[config.mk]
export PLATFORM = sky130hd
export DESIGN_NAME = ifft_stage_sched
export DESIGN_NICKNAME = d
export VERILOG_FILES = /design/src/rtl/ifft_ctrl_pkg.sv /design/src/rtl/ifft_bf_addr_gen.sv /design/src/rtl/ifft_stage_sched.sv
export SDC_FILE = /design/constraint.sdc
export NUM_CORES = 1
export LEC_CHECK = 0
export ABC_AREA = 1
export CAP_MARGIN = 20
export CELL_PAD_IN_SITES_DETAIL_PLACEMENT = 0
export CELL_PAD_IN_SITES_GLOBAL_PLACEMENT = 1
export CORE_MARGIN = 5
export CORE_UTILIZATION = 45
export CTS_BUF_LIST = sky130_fd_sc_hd__clkbuf_2 sky130_fd_sc_hd__clkbuf_4 sky130_fd_sc_hd__clkbuf_8
export CTS_CLUSTER_SIZE = 20
export DETAILED_ROUTE_END_ITERATION = 10
export HOLD_SLACK_MARGIN = 0.03
export PLACE_DENSITY = 0.88
export SLEW_MARGIN = 40
export SYNTH_ARGS = -nofsm -noshare
export SYNTH_HDL_FRONTEND = slang
export SYNTH_SLANG_ARGS = --single-unit
[constraint.sdc]
create_clock -name i_clk -period 9.47 [get_ports i_clk]
set_clock_uncertainty 0.05 [all_clocks]
set_input_delay 1.894 -clock i_clk [delete_from_list [all_inputs] [get_ports i_clk]]
set_output_delay 1.894 -clock i_clk [all_outputs]
set_load 0.01 [all_outputs]
[src/rtl/ifft_ctrl_pkg.sv]
// Shared constants, types and FSM states for the 128-point IFFT stage sequencer.
package ifft_ctrl_pkg;

    localparam int unsigned N       = 128;
    localparam int unsigned LOG2N   = 7;
    localparam int unsigned HALF_N  = N / 2;
    localparam int unsigned STAGE_W = 3;

    typedef logic [LOG2N-1:0]   addr_t;
    typedef logic [LOG2N-2:0]   tw_idx_t;
    typedef logic [LOG2N-2:0]   k_t;
    typedef logic [STAGE_W-1:0] stage_t;

    typedef enum logic [1:0] {
        IDLE,
        RUN,
        DRAIN,
        DONE
    } sched_state_t;

endpackage

[src/rtl/ifft_bf_addr_gen.sv]
// Combinational radix-2 DIT butterfly address generator.
// Maps butterfly index k within a stage to its two RAM legs and twiddle index.
module ifft_bf_addr_gen
    import ifft_ctrl_pkg::*;
(
    input  k_t      i_k,
    input  stage_t  i_stage,
    output addr_t   o_addr_a,
    output addr_t   o_addr_b,
    output tw_idx_t o_tw_idx
);

    addr_t w_k_ext;
    addr_t w_span;
    addr_t w_pos;
    addr_t w_addr_a;

    // Split k into group number (upper bits) and offset within the group (lower bits)
    always_comb begin
        w_k_ext  = addr_t'(i_k);
        w_span   = addr_t'(1) << i_stage;
        w_pos    = w_k_ext & (w_span - addr_t'(1));
        // Groups are 2*span apart; the upper leg sits at the group base plus the offset
        w_addr_a = ((w_k_ext >> i_stage) << (i_stage + stage_t'(1))) | w_pos;
        o_addr_a = w_addr_a;
        o_addr_b = w_addr_a + w_span;
        // pos < span, so the shifted value always fits in N/2 entries
        o_tw_idx = tw_idx_t'(w_pos << (stage_t'(LOG2N - 1) - i_stage));
    end

endmodule

[src/rtl/ifft_stage_sched.sv]
// Stage/butterfly sequencer for the in-place radix-2 DIT 128-point IFFT.
// Optional feature macro: FFT_MODE_EN adds i_inv_n (direction, latched at start) and
// o_tw_conj (asks the datapath to negate the imaginary twiddle term for a forward FFT).
module ifft_stage_sched
    import ifft_ctrl_pkg::*;
#(
    parameter int unsigned BF_LAT = 4
) (
    input  logic    i_clk,
    input  logic    i_rst,
    input  logic    i_start,
    input  logic    i_bf_ready,
`ifdef FFT_MODE_EN
    input  logic    i_inv_n,
    output logic    o_tw_conj,
`endif
    output logic    o_busy,
    output logic    o_done,
    output logic    o_bf_valid,
    output addr_t   o_addr_a,
    output addr_t   o_addr_b,
    output tw_idx_t o_tw_idx,
    output stage_t  o_stage,
    output logic    o_stage_last
);

    localparam int unsigned DRAIN_W = (BF_LAT > 1) ? $clog2(BF_LAT) : 1;
    typedef logic [DRAIN_W-1:0] drain_t;

    localparam drain_t DRAIN_LAST = drain_t'(BF_LAT - 1);
    localparam k_t     K_LAST     = k_t'(HALF_N - 1);
    localparam stage_t STAGE_LAST = stage_t'(LOG2N - 1);

    sched_state_t r_state, w_state_d;
    k_t           r_k, w_k_d;
    stage_t       r_stage, w_stage_d;
    drain_t       r_drain_cnt, w_drain_d;

    logic    w_accept;
    logic    w_run_d;
    addr_t   w_gen_a;
    addr_t   w_gen_b;
    tw_idx_t w_gen_tw;

    logic    r_busy;
    logic    r_done;
    logic    r_bf_valid;
    logic    r_stage_last;
    addr_t   r_addr_a;
    addr_t   r_addr_b;
    tw_idx_t r_tw_idx;

    assign w_accept = r_bf_valid & i_bf_ready;
    assign w_run_d  = (w_state_d == RUN);

    // Next state: FSM transitions, butterfly index advance and drain countdown
    always_comb begin
        w_state_d = r_state;
        w_k_d     = r_k;
        w_stage_d = r_stage;
        w_drain_d = r_drain_cnt;
        unique case (r_state)
            IDLE: begin
                if (i_start) begin
                    w_state_d = RUN;
                    w_k_d     = '0;
                    w_stage_d = '0;
                end
            end
            RUN: begin
                if (w_accept) begin
                    if (r_k == K_LAST) begin
                        w_state_d = DRAIN;
                        w_k_d     = '0;
                        w_drain_d = '0;
                    end else begin
                        w_k_d = r_k + k_t'(1);
                    end
                end
            end
            DRAIN: begin
                // Runs regardless of bf_ready: in-flight butterflies always complete
                if (r_drain_cnt == DRAIN_LAST) begin
                    w_drain_d = '0;
                    if (r_stage == STAGE_LAST) begin
                        w_state_d = DONE;
                    end else begin
                        w_state_d = RUN;
                        w_stage_d = r_stage + stage_t'(1);
                    end
                end else begin
                    w_drain_d = r_drain_cnt + drain_t'(1);
                end
            end
            DONE: begin
                w_state_d = IDLE;
            end
            default: begin
                w_state_d = IDLE;
            end
        endcase
    end

    // Addresses are computed from next-state k/stage so they can be registered with bf_valid
    ifft_bf_addr_gen u_addr_gen (
        .i_k      (w_k_d),
        .i_stage  (w_stage_d),
        .o_addr_a (w_gen_a),
        .o_addr_b (w_gen_b),
        .o_tw_idx (w_gen_tw)
    );

    // Sequencer state registers
    always_ff @(posedge i_clk) begin
        if (i_rst) begin
            r_state     <= IDLE;
            r_k         <= '0;
            r_stage     <= '0;
            r_drain_cnt <= '0;
        end else begin
            r_state     <= w_state_d;
            r_k         <= w_k_d;
            r_stage     <= w_stage_d;
            r_drain_cnt <= w_drain_d;
        end
    end

    // Registered outputs; address fields read as zero whenever no butterfly is offered
    always_ff @(posedge i_clk) begin
        if (i_rst) begin
            r_busy       <= 1'b0;
            r_done       <= 1'b0;
            r_bf_valid   <= 1'b0;
            r_addr_a     <= '0;
            r_addr_b     <= '0;
            r_tw_idx     <= '0;
            r_stage_last <= 1'b0;
        end else begin
            r_busy       <= (w_state_d != IDLE);
            r_done       <= (w_state_d == DONE);
            r_bf_valid   <= w_run_d;
            r_addr_a     <= w_run_d ? w_gen_a : '0;
            r_addr_b     <= w_run_d ? w_gen_b : '0;
            r_tw_idx     <= w_run_d ? w_gen_tw : '0;
            r_stage_last <= w_run_d && (w_k_d == K_LAST);
        end
    end

`ifdef FFT_MODE_EN
    logic r_inv_n;
    logic w_inv_d;
    logic r_tw_conj;

    assign w_inv_d = ((r_state == IDLE) && i_start) ? i_inv_n : r_inv_n;

    // Direction is captured once per transform; tw_conj is qualified by bf_valid
    always_ff @(posedge i_clk) begin
        if (i_rst) begin
            r_inv_n   <= 1'b0;
            r_tw_conj <= 1'b0;
        end else begin
            r_inv_n   <= w_inv_d;
            r_tw_conj <= w_run_d & ~w_inv_d;
        end
    end

    assign o_tw_conj = r_tw_conj;
`endif

    assign o_busy       = r_busy;
    assign o_done       = r_done;
    assign o_bf_valid   = r_bf_valid;
    assign o_addr_a     = r_addr_a;
    assign o_addr_b     = r_addr_b;
    assign o_tw_idx     = r_tw_idx;
    assign o_stage      = r_stage;
    assign o_stage_last = r_stage_last;

endmodule

==> reports/metrics.yaml, run 1 <==
clk_pin_slew_ns: 0.08
synth_top_cells_by_area: "dfxtp_1 (29%), nand2_1 (13%), ha_1 (8.3%)"
cts_resized: 0
outcome: "completed"
min_period_ns: 5.51
synthCells: 370
finalNetCount: 419
cp-start-kind: "input pin"
gp_congestion: 0.913
cts_setup_buffers: 0
finalInstanceArea_mm2: 0.00302
yosys_most_used_dff: "dfxtp_1"
rsz0062_at_grt: "no"
grt_overflow: 0
path_class: "in2reg"
final_common_cell: "nand2_1"
total_power_uw: 335
maxCapViolCount: 0
postSynthAreaPerCell_um2: 6.95
drt-wirelength-per-cell_um: 12.8
ir_drop_v: 0.0000446
hp-class: "reg2reg"
grt_max_degree: 25
dieArea_mm2: 0.00732
h-tree-depth: 2
grt_pass1_wl_um: 10300
synth_nets: 392
synth_largest_area_cell: "dfxtp_1"
wl_um: 6000
finalMaxSlewViolations: 0
num_io_pins: 31
ys_ff_latch: 37
layout_common_cells: "nand2_1 (91), inv_1 (47), dfxtp_1 (37), nand3_1 (34), nor2_1 (33)"
combPwrFrac_pct: 8.9
drive_above_1_share_pct: 12.8
cts_hold_buffers: 0
p_leak_uw: 0.00145
fp.dieW_um: 85.6
fin_hold_ws_ns: 0.420
critPathCaptureType: "flop"
fmax_ghz: 0.181
arrival_ns: 5.65
clock_sinks: 37
grt_pass1_vias: 2153
min_period_over_period_pct: 58.2
tightest_slew_ns: 0.593
start_util_pct: 46.4
critPathMaxFanout: 24
tns_ns: 0
core_area_mm2: 0.00554
fillCellCount: 553
synth_edf_count: 0
cts_tree: "yes"
rows: 27
io_buffers: 30
netlist_area_mm2: 0.00257
grt_antenna_before_repair: 0
dpl_cell_area_mm2: 0.00290
finalHoldViolations: 0
finalSetupViolations: 0
drt-initial-drc-count: 184
drc_errors: 0
syn_to_final_growth_pct: 17.5
synth_top_area_share_pct: 28.8
ys_warn_count: 0
p_int_uw: 254
worstSkewPairLatency_ns: 0.30
die_h_um: 85.6
cts_buffer_depth: 2
p_per_area_mw_per_mm2: 111
ys_seq_area_share_pct: 28.8
async_flop_share_pct: 0
crit_required_ns: 9.61
cts-root-buf: "clkbuf_8"
vias: 2349
power.switching_uw: 80.5
grt_util_all_layers_pct: 17.5
hpwl_um: 4630
cts_buffers: 5
via_per_inst: 5.00
fin_util_pct: 54.5
max_slew_margin_pct: 60.3
diodes: 0
switching_share_pct: 24.0
antenna_left: 0
first_pass_iters: 4
synth_cell_types: 39
clkPwrFrac_pct: 43.3
power_frac_seq_pct: 47.8
## metal layers
layer / up-vias / wire, um / GRT usage [%]
li1: 1237 / - / -
met1: 1047 / 3000 / 25.6
met2: 55 / 2610 / 25.9
met3: 10 / 290 / 3.46
met4: 0 / 107 / 4.89
met5: - / 0 / 0
## flip-flops by register name (all words and copies together), names as in the netlist
| name | cells |
|---|---|
| o_stage | 3 |
| o_done | 1 |
| r_drain_cnt | 2 |
| o_bf_valid | 1 |
| o_addr_b | 7 |
| o_tw_idx | 6 |
| r_state | 2 |
| o_addr_a | 7 |
| o_stage_last | 1 |
| r_k | 6 |
| o_busy | 1 |
## final timing paths
kind,from,endpoint,slack (ns),depth (start not counted)
min,r_drain_cnt[1],r_drain_cnt[1],0.42,2
max reg2reg,o_stage[0],o_addr_b[5],5.44,23
max,i_start,o_addr_b[5],3.96,23
min reg2reg,r_drain_cnt[1],r_drain_cnt[1],0.42,2
## worst max-delay path: stages
cell and delay (ns):
clkdlybuf4s50_1 0.50, nand3_4 0.21, nand2_1 0.11, nand2_1 0.09, nand2_4 0.19, inv_4 0.14, ha_1 0.55, inv_1 0.27
nand2_2 0.15, nand2_1 0.06, nand2_1 0.08, nand2_1 0.08, ha_1 0.34, a21oi_1 0.16, inv_1 0.05, a31oi_1 0.15
inv_1 0.07, nand2_1 0.06, inv_1 0.05, o21ai_0 0.15, nand2_1 0.08, o21ai_0 0.15, a21oi_1 0.05
## power groups by stage
stage,sequential [uW],combinational [uW],clock (uW)
after floorplan,164,19.4,0
after global placement,164,29.8,0
after detailed placement,164,30.0,0
after CTS,160,30.1,148
after global routing,160,33.3,154
final,160,29.8,145
## area by class of cell
| class | instances | area (um^2) | share of cell area (%) |
|---|---|---|---|
| Clock buffer | 6 | 82.6 | 2.74 |
| Inverter | 55 | 209 | 6.92 |
| Multi-Input combinational cell | 268 | 1560 | 51.6 |
| Timing Repair Buffer | 30 | 300 | 9.95 |
| Tap cell | 72 | 90.1 | 2.98 |
| Clock inverter | 2 | 37.5 | 1.24 |
| Sequential cell | 37 | 741 | 24.5 |
## metrics by stage
| step | cells | setup slack, ns |
|---|---|---|
| 2_1_floorplan | 370 | 4.59 |
| 3_3_place_gp | 462 | 3.78 |
| 3_5_place_dp | 462 | 3.72 |
| 4_1_cts | 470 | 4.01 |
| 5_1_grt | 470 | 3.61 |
| 6_report | 470 | 3.96 |
## synth_stat cells, types with 4 or more instances
cell type and instances:
nand2_2 8, nand3_1 34, dfxtp_1 37, o21ai_0 12, nor2_2 5, inv_2 7, inv_1 47, a21oi_1 18
o21ai_1 6, nor2_1 33, nand3_2 5, buf_2 4, nand4_1 7, ha_1 17, nand2_1 91
## logic make-up (layout without fill, tap and decap cells)
group                      count (synthesis)  count (layout)  share of synthesized area, %
and+or+nand+nor                          198             198                          39.1
AOI/OAI and AO/OA                         48              48                          11.1
buffers and inverters                     65              93                          10.5
xor gates and xnor gates                   4               4                          1.36
DFF                                       37              37                          28.8
adders and majority gates                 18              18                          9.06
(Power assumes the default switching activity.)
==> run 2: changes to the inputs <==
CORE_UTILIZATION = 38   (was 45)
PLACE_DENSITY = 0.79   (was 0.88)
clock period = 4.9 ns   (was 9.47 ns; I/O delays follow)
==> run 2 against run 1 <==
  * Cell area fell by 0.17%
  * Sequential power rose by 93%
  * Worst setup slack got worse by 3.5 ns
  * Routed wire length rose by 3.9%
  * Critical path depth did not move
  * Non-clock buffer count rose by 2
  * Clock-buffer cell count rose by 1
  * Highest routed layer unchanged
  * Critical path type unchanged
  * Sequential share of layout area barely moved
  * Die area rose by 16%
  * Flip-flop and latch count did not move
  * Clock power rose by 53%
  * Combinational power rose by 98%
==> reports/metrics.yaml, run 2 (synthesis gave the netlist of run 1 again) <==
fmax_ghz: 0.225
fillCellCount: 703  # was 553
syn_to_final_growth_pct: 17.3  # was 17.5%
h-tree-depth: 2  # unchanged
cp-start-kind: "input pin"  # unchanged
crit_required_ns: 5.02  # was 9.61 ns
cts_tree: "yes"  # unchanged
diodes: 0  # unchanged
io_buffers: 30  # unchanged
finalHoldViolations: 0  # unchanged
antenna_left: 0  # unchanged
fin_hold_ws_ns: 0.420  # about the same
switching_share_pct: 24.7  # was 24.0%
crit_slowest_cell: "ha_1"  # unchanged
combPwrFrac_pct: 10.0  # was 8.9%
grt_pass1_vias: 2186  # was 2153
worstSkewPairLatency_ns: 0.29  # was 0.30 ns
drc_errors: 0  # unchanged
maxCapViolCount: 0  # unchanged
ir_drop_v: 0.0000852  # was 0.0000446 V
fp.dieW_um: 92.2  # was 85.6 um
die_h_um: 92.2  # was 85.6 um
grt_pass1_wl_um: 10600  # was 10300 um
path_class: "in2reg"  # unchanged
tightest_slew_ns: 0.598  # was 0.593 ns
p_int_uw: 444  # was 254 uW
first_pass_iters: 4  # unchanged
rr_worst_depth: 22  # was 23
via_per_inst: 4.91  # was 5.00
p_leak_uw: 0.00145  # about the same
fin_util_pct: 45.1  # was 54.5%
drive_above_1_share_pct: 13.0  # was 12.8%
drt-initial-drc-count: 198  # was 184
dp_slack_ns: 0.243  # was 3.72 ns
critPathCaptureType: "flop"  # unchanged
outcome: "completed"  # unchanged
rrSetupSlack_ns: 0.89  # was 5.44 ns
arrival_ns: 4.56  # was 5.65 ns
cts_buffers: 5  # unchanged
power_frac_seq_pct: 52.4  # was 47.8%
cts_hold_buffers: 0  # unchanged
final_common_cell: "nand2_1"  # unchanged
rows: 30  # was 27
critPathLaunch: "i_start"  # unchanged
r2r_start: "r_drain_cnt[0]"  # was o_stage[0]
crit_top_cell: "nand2_1"  # unchanged
min_period_over_period_pct: 90.6
p_per_area_mw_per_mm2: 196  # was 111 mW/mm^2
critPathMaxFanout: 17  # was 24
finalMaxSlewViolations: 0  # unchanged
finalNetCount: 421  # was 419
grt_antenna_before_repair: 0  # unchanged
clkPwrFrac_pct: 37.6  # was 43.3%
cpPeakStageDelay_ns: 0.54  # was 0.55 ns
min_from: "r_drain_cnt[1]"  # unchanged
finalSetupViolations: 0  # unchanged
clock_sinks: 37  # unchanged
worstSetupEndpoint: "o_addr_b[5]"  # unchanged
hpwl_um: 4870  # was 4630 um
hp-class: "reg2reg"  # unchanged
tns_ns: 0  # unchanged
cp_cell_sequence: "clkdlybuf4s50_1 > nand3_4 > nand2_1 > nand2_1 > nand2_4 > inv_4 > ha_1 > inv_1 > nand2_2 > nand2_1 > nand2_1 > nand2_1 > ha_1 > a21oi_1 > inv_1 > a31oi_1 > inv_1 > nand2_1 > inv_1 > o21ai_0 > nand2_1 > o21ai_0 > a21oi_1"  # unchanged
cts-root-buf: "clkbuf_8"  # unchanged
power.switching_uw: 146  # was 80.5 uW
core_area_mm2: 0.00668  # was 0.00554 mm^2
start_util_pct: 38.5  # was 46.4%
drt-wirelength-per-cell_um: 13.0  # was 12.8 um
cts_resized: 0  # unchanged
cts_buffer_depth: 2  # unchanged
dieArea_mm2: 0.00851  # was 0.00732 mm^2
min_period_ns: 4.44
wl_um: 6230  # was 6000 um
fin_ws_ns: 0.462  # was 3.96 ns
grt_max_degree: 18  # was 25
num_io_pins: 31  # unchanged
worstReg2RegEnd: "o_addr_b[5]"  # unchanged
cp.depth: 23  # unchanged
critPathBufInv: 6  # unchanged
grt_util_all_layers_pct: 15.5  # was 17.5%
rsz0062_at_grt: "no"  # unchanged
cp_top_family: "buffers and inverters"  # was simple AND/OR/NAND/NOR gates
max_slew_margin_pct: 60.0  # was 60.3%
layout_common_cells: "nand2_1 (91), inv_1 (47), dfxtp_1 (37), nand3_1 (34), nor2_1 (33)"  # unchanged
vias: 2350  # was 2349
cts_setup_buffers: 0  # unchanged
clk_pin_slew_ns: 0.07  # was 0.08 ns
grt_overflow: 0  # unchanged
gp_congestion: 0.876  # was 0.913
## run 2: cell types whose count changed in the layout (fill, tap and decap cells not counted)
cell        before  now
buf_4            0    2
clkinvlp_4       1    0
clkbuf_4         0    1
bufinv_16        1    0
## run 2: power groups by stage
| stage | sequential, uW | combinational, uW | clock, uW |
|---|---|---|---|
| finish | 309 | 58.9 | 222 |
| global route | 310 | 66.3 | 240 |
| CTS | 309 | 59.6 | 230 |
| detailed placement | 316 | 59.3 | 0 |
| global placement | 316 | 59.5 | 0 |
| floorplan | 318 | 37.5 | 0 |
## run 2: final cells by class
type | instances | area (um^2) | share of cell area [%]
Sequential cell | 37 | 741 | 24.6
Timing Repair Buffer | 32 | 315 | 10.5
Tap cell | 80 | 100 | 3.32
Inverter | 55 | 209 | 6.93
Clock buffer | 7 | 90.1 | 2.99
Multi-Input combinational cell | 268 | 1560 | 51.7
## run 2: how the worst min path moves through the flow
stage                     endpoint  slack (ns)  cells past startpoint
floorplan           r_drain_cnt[1]        0.39                      2
global placement    r_drain_cnt[1]        0.40                      2
detailed placement  r_drain_cnt[1]        0.41                      2
CTS                 r_drain_cnt[1]        0.43                      2
global route        r_drain_cnt[1]        0.45                      2
finish              r_drain_cnt[1]        0.42                      2
## run 2: worst register-to-register path, delay by kind of cell (launching register included)
kind | cells | cell delay (ns)
AND/OR/NAND/NOR | 7 | 0.59
adder cells (fa/ha/maj) | 3 | 1.10
flip-flops | 1 | 0.33
AO/OA/AOI/OAI | 6 | 1.05
buffers and inverters | 6 | 0.79
## run 2: metrics by stage
step	std cells	cell area, um^2	total power [uW]
after floorplan	370	2570	355
after global placement	472	2920	376
after detailed placement	472	2920	376
after CTS	479	3010	598
after global routing	479	3010	616
final	479	3010	590
## run 2: metal layers
layer | vias up | wire length, um | track usage [%]
li1 | 1242 | - | -
met1 | 1036 | 2990 | 21.6
met2 | 65 | 2790 | 24.5
met3 | 7 | 365 | 2.54
met4 | 0 | 85 | 4.46
met5 | - | 0 | 0
==> run 3: changes to the inputs <==
CORE_UTILIZATION = 42   (was 38)
PLACE_DENSITY = 0.83   (was 0.79)
clock period = 4.25 ns   (was 4.9 ns; I/O delays follow)
==> run 3 against run 2 <==
  * Clock-buffer cell count down 1
  * Cell area up 4.3%
  * Largest power group unchanged
  * Worst setup slack worse by 0.20 ns
  * Sequential power up 16%
  * Global-route usage up 1.6 points
  * Die area down 8.5%
  * Flip-flop and latch count unchanged
  * Clock power up 12%
==> reports/metrics.yaml, run 3 (synthesis gave the netlist of run 1 again) <==
fin_util_pct: 53.1  # was 45.1%
finalMaxSlewViolations: 0  # unchanged
via_per_inst: 5.00  # was 4.91
drive_above_1_share_pct: 17.0  # was 13.0%
rows: 28  # was 30
rrSetupSlack_ns: 0.58  # was 0.89 ns
first_pass_iters: 4  # unchanged
cts_setup_buffers: 0  # unchanged
cts_buffer_depth: 2  # unchanged
vias: 2462  # was 2350
final_common_cell: "nand2_1"  # unchanged
crit_required_ns: 4.38  # was 5.02 ns
fp.dieW_um: 88.2  # was 92.2 um
grt_pass1_vias: 2241  # was 2186
cts_resized: 0  # unchanged
gp_congestion: 0.864  # was 0.876
worstReg2RegEnd: "o_addr_b[6]"  # was o_addr_b[5]
drt-wirelength-per-cell_um: 12.8  # was 13.0 um
fin_ws_ns: 0.261  # was 0.462 ns
clk_pin_slew_ns: 0.07  # about the same
cp-start-kind: "input pin"  # unchanged
rsz0062_at_grt: "no"  # unchanged
diodes: 0  # unchanged
wl_met3_um: 410  # was 365 um
wl_um: 6300  # was 6230 um
grt_overflow: 0  # unchanged
critPathCaptureType: "flop"  # unchanged
dp_slack_ns: -0.0447  # was 0.243 ns
r2r_start: "o_stage[0]"  # was r_drain_cnt[0]
grt_util_all_layers_pct: 17.0  # was 15.5%
regArea_um2: 741  # unchanged
clock_sinks: 37  # unchanged
tightest_slew_ns: 0.587  # was 0.598 ns
critPathMaxFanout: 5  # was 17
whs_path_depth: 2  # unchanged
maxCapViolCount: 0  # unchanged
path_class: "in2reg"  # unchanged
grt_antenna_before_repair: 0  # unchanged
max_slew_margin_pct: 60.7  # was 60.0%
drc_errors: 0  # unchanged
hpwl_um: 4990  # was 4870 um
cts_tree: "yes"  # unchanged
hp-class: "reg2reg"  # unchanged
worstSkewPairLatency_ns: 0.29  # about the same
arrival_ns: 4.12  # was 4.56 ns
antenna_left: 0  # unchanged
start_util_pct: 43.4  # was 38.5%
rr_worst_depth: 25  # was 22
die_h_um: 88.2  # was 92.2 um
p_leak_uw: 0.00154  # was 0.00145 uW
finalSetupViolations: 0  # unchanged
min_period_over_period_pct: 93.9
min_period_ns: 3.99
num_io_pins: 31  # unchanged
cts-root-buf: "clkbuf_8"  # unchanged
fmax_ghz: 0.251
h-tree-depth: 2  # unchanged
highest_layer: "met4"  # unchanged
io_buffers: 30  # unchanged
met2_length_um: 2840  # was 2790 um
wl_met1_um: 2970  # was 2990 um
worstHoldEndpoint: "r_drain_cnt[1]"  # unchanged
fillCellCount: 570  # was 703
grt_pass1_wl_um: 10400  # was 10600 um
cts_buffers: 5  # unchanged
syn_to_final_growth_pct: 22.3  # was 17.3%
p_per_area_mw_per_mm2: 217  # was 196 mW/mm^2
dieArea_mm2: 0.00778  # was 0.00851 mm^2
multi_input_area_mm2: 0.00158  # was 0.00156 mm^2
core_area_mm2: 0.00592  # was 0.00668 mm^2
cts_hold_buffers: 0  # unchanged
total_power_uw: 681  # was 590 uW
grt_max_degree: 17  # was 18
drt-initial-drc-count: 151  # was 198
ir_drop_v: 0.000130  # was 0.0000852 V
outcome: "completed"  # unchanged
finalHoldViolations: 0  # unchanged
finalNetCount: 438  # was 421
min_from: "r_drain_cnt[1]"  # unchanged
layout_common_cells: "nand2_1 (90), inv_1 (47), dfxtp_1 (37), nand3_1 (34), nor2_1 (33)"  # was nand2_1 (91), inv_1 (47), dfxtp_1 (37), nand3_1 (34), nor2_1 (33)
run 3: worst max path at each step:
stage / from / endpoint / slack, ns / cells after the start
floorplan: i_start / o_addr_b[6] / 0.41 / 22
global placement: i_bf_ready / o_addr_b[6] / 0.005 / 24
detailed placement: i_bf_ready / o_addr_b[6] / -0.04 / 24
CTS: i_bf_ready / o_addr_b[6] / 0.24 / 24
global route: i_start / o_addr_b[5] / 0.004 / 26
finish: i_start / o_addr_b[6] / 0.26 / 24
run 3: layout make-up:
type,instances,area share (%)
inverters,55,6.65
clock buffers,6,2.43
clock inverters,2,0.318
well taps,75,2.99
multi-input cells,269,50.2
repair buffers,48,13.9
flip-flops and latches,37,23.6
run 3: through the flow:
stage	setup TNS [ns]	instance area, um^2	std cells	hold slack, ns
2_1_floorplan	0	2570	370	0.386
3_3_place_gp	0	3040	483	0.407
3_5_place_dp	-0.0447	3040	483	0.411
4_1_cts	0	3120	491	0.423
5_1_grt	0	3140	492	0.468
6_report	0	3140	492	0.418
run 3: worst max-delay path, stage by stage:
cell,delay [ns]
clkdlybuf4s50_1,0.50
nand3_4,0.14
buf_4,0.17
buf_4,0.15
nand3_2,0.13
inv_2,0.05
nand2_1,0.07
nand2_1,0.09
nand3_1,0.11
nand2_1,0.09
nand2_1,0.08
nor2_2,0.04
nand2_1,0.09
nand2_1,0.06
ha_1,0.21
fa_1,0.41
nand3_1,0.09
and2_1,0.16
o21ai_0,0.09
a21oi_1,0.16
xnor2_1,0.13
inv_1,0.07
a21oi_1,0.11
nor2_1,0.06
run 3: per-layer routing:
layer	global-route usage [%]	up-vias
li1	-	1269
met3	3.45	8
met1	23.1	1125
met4	4.26	0
met2	27.8	60
met5	0	-
run 3: power by group:
| part | switching [uW] | internal [uW] | leakage [uW] | total, uW |
|---|---|---|---|---|
| sequential | 4.25 | 353 | 0.000300 | 357 |
| clock | 129 | 120 | 0.0000484 | 249 |
| combinational | 46.7 | 27.8 | 0.00119 | 74.5 |
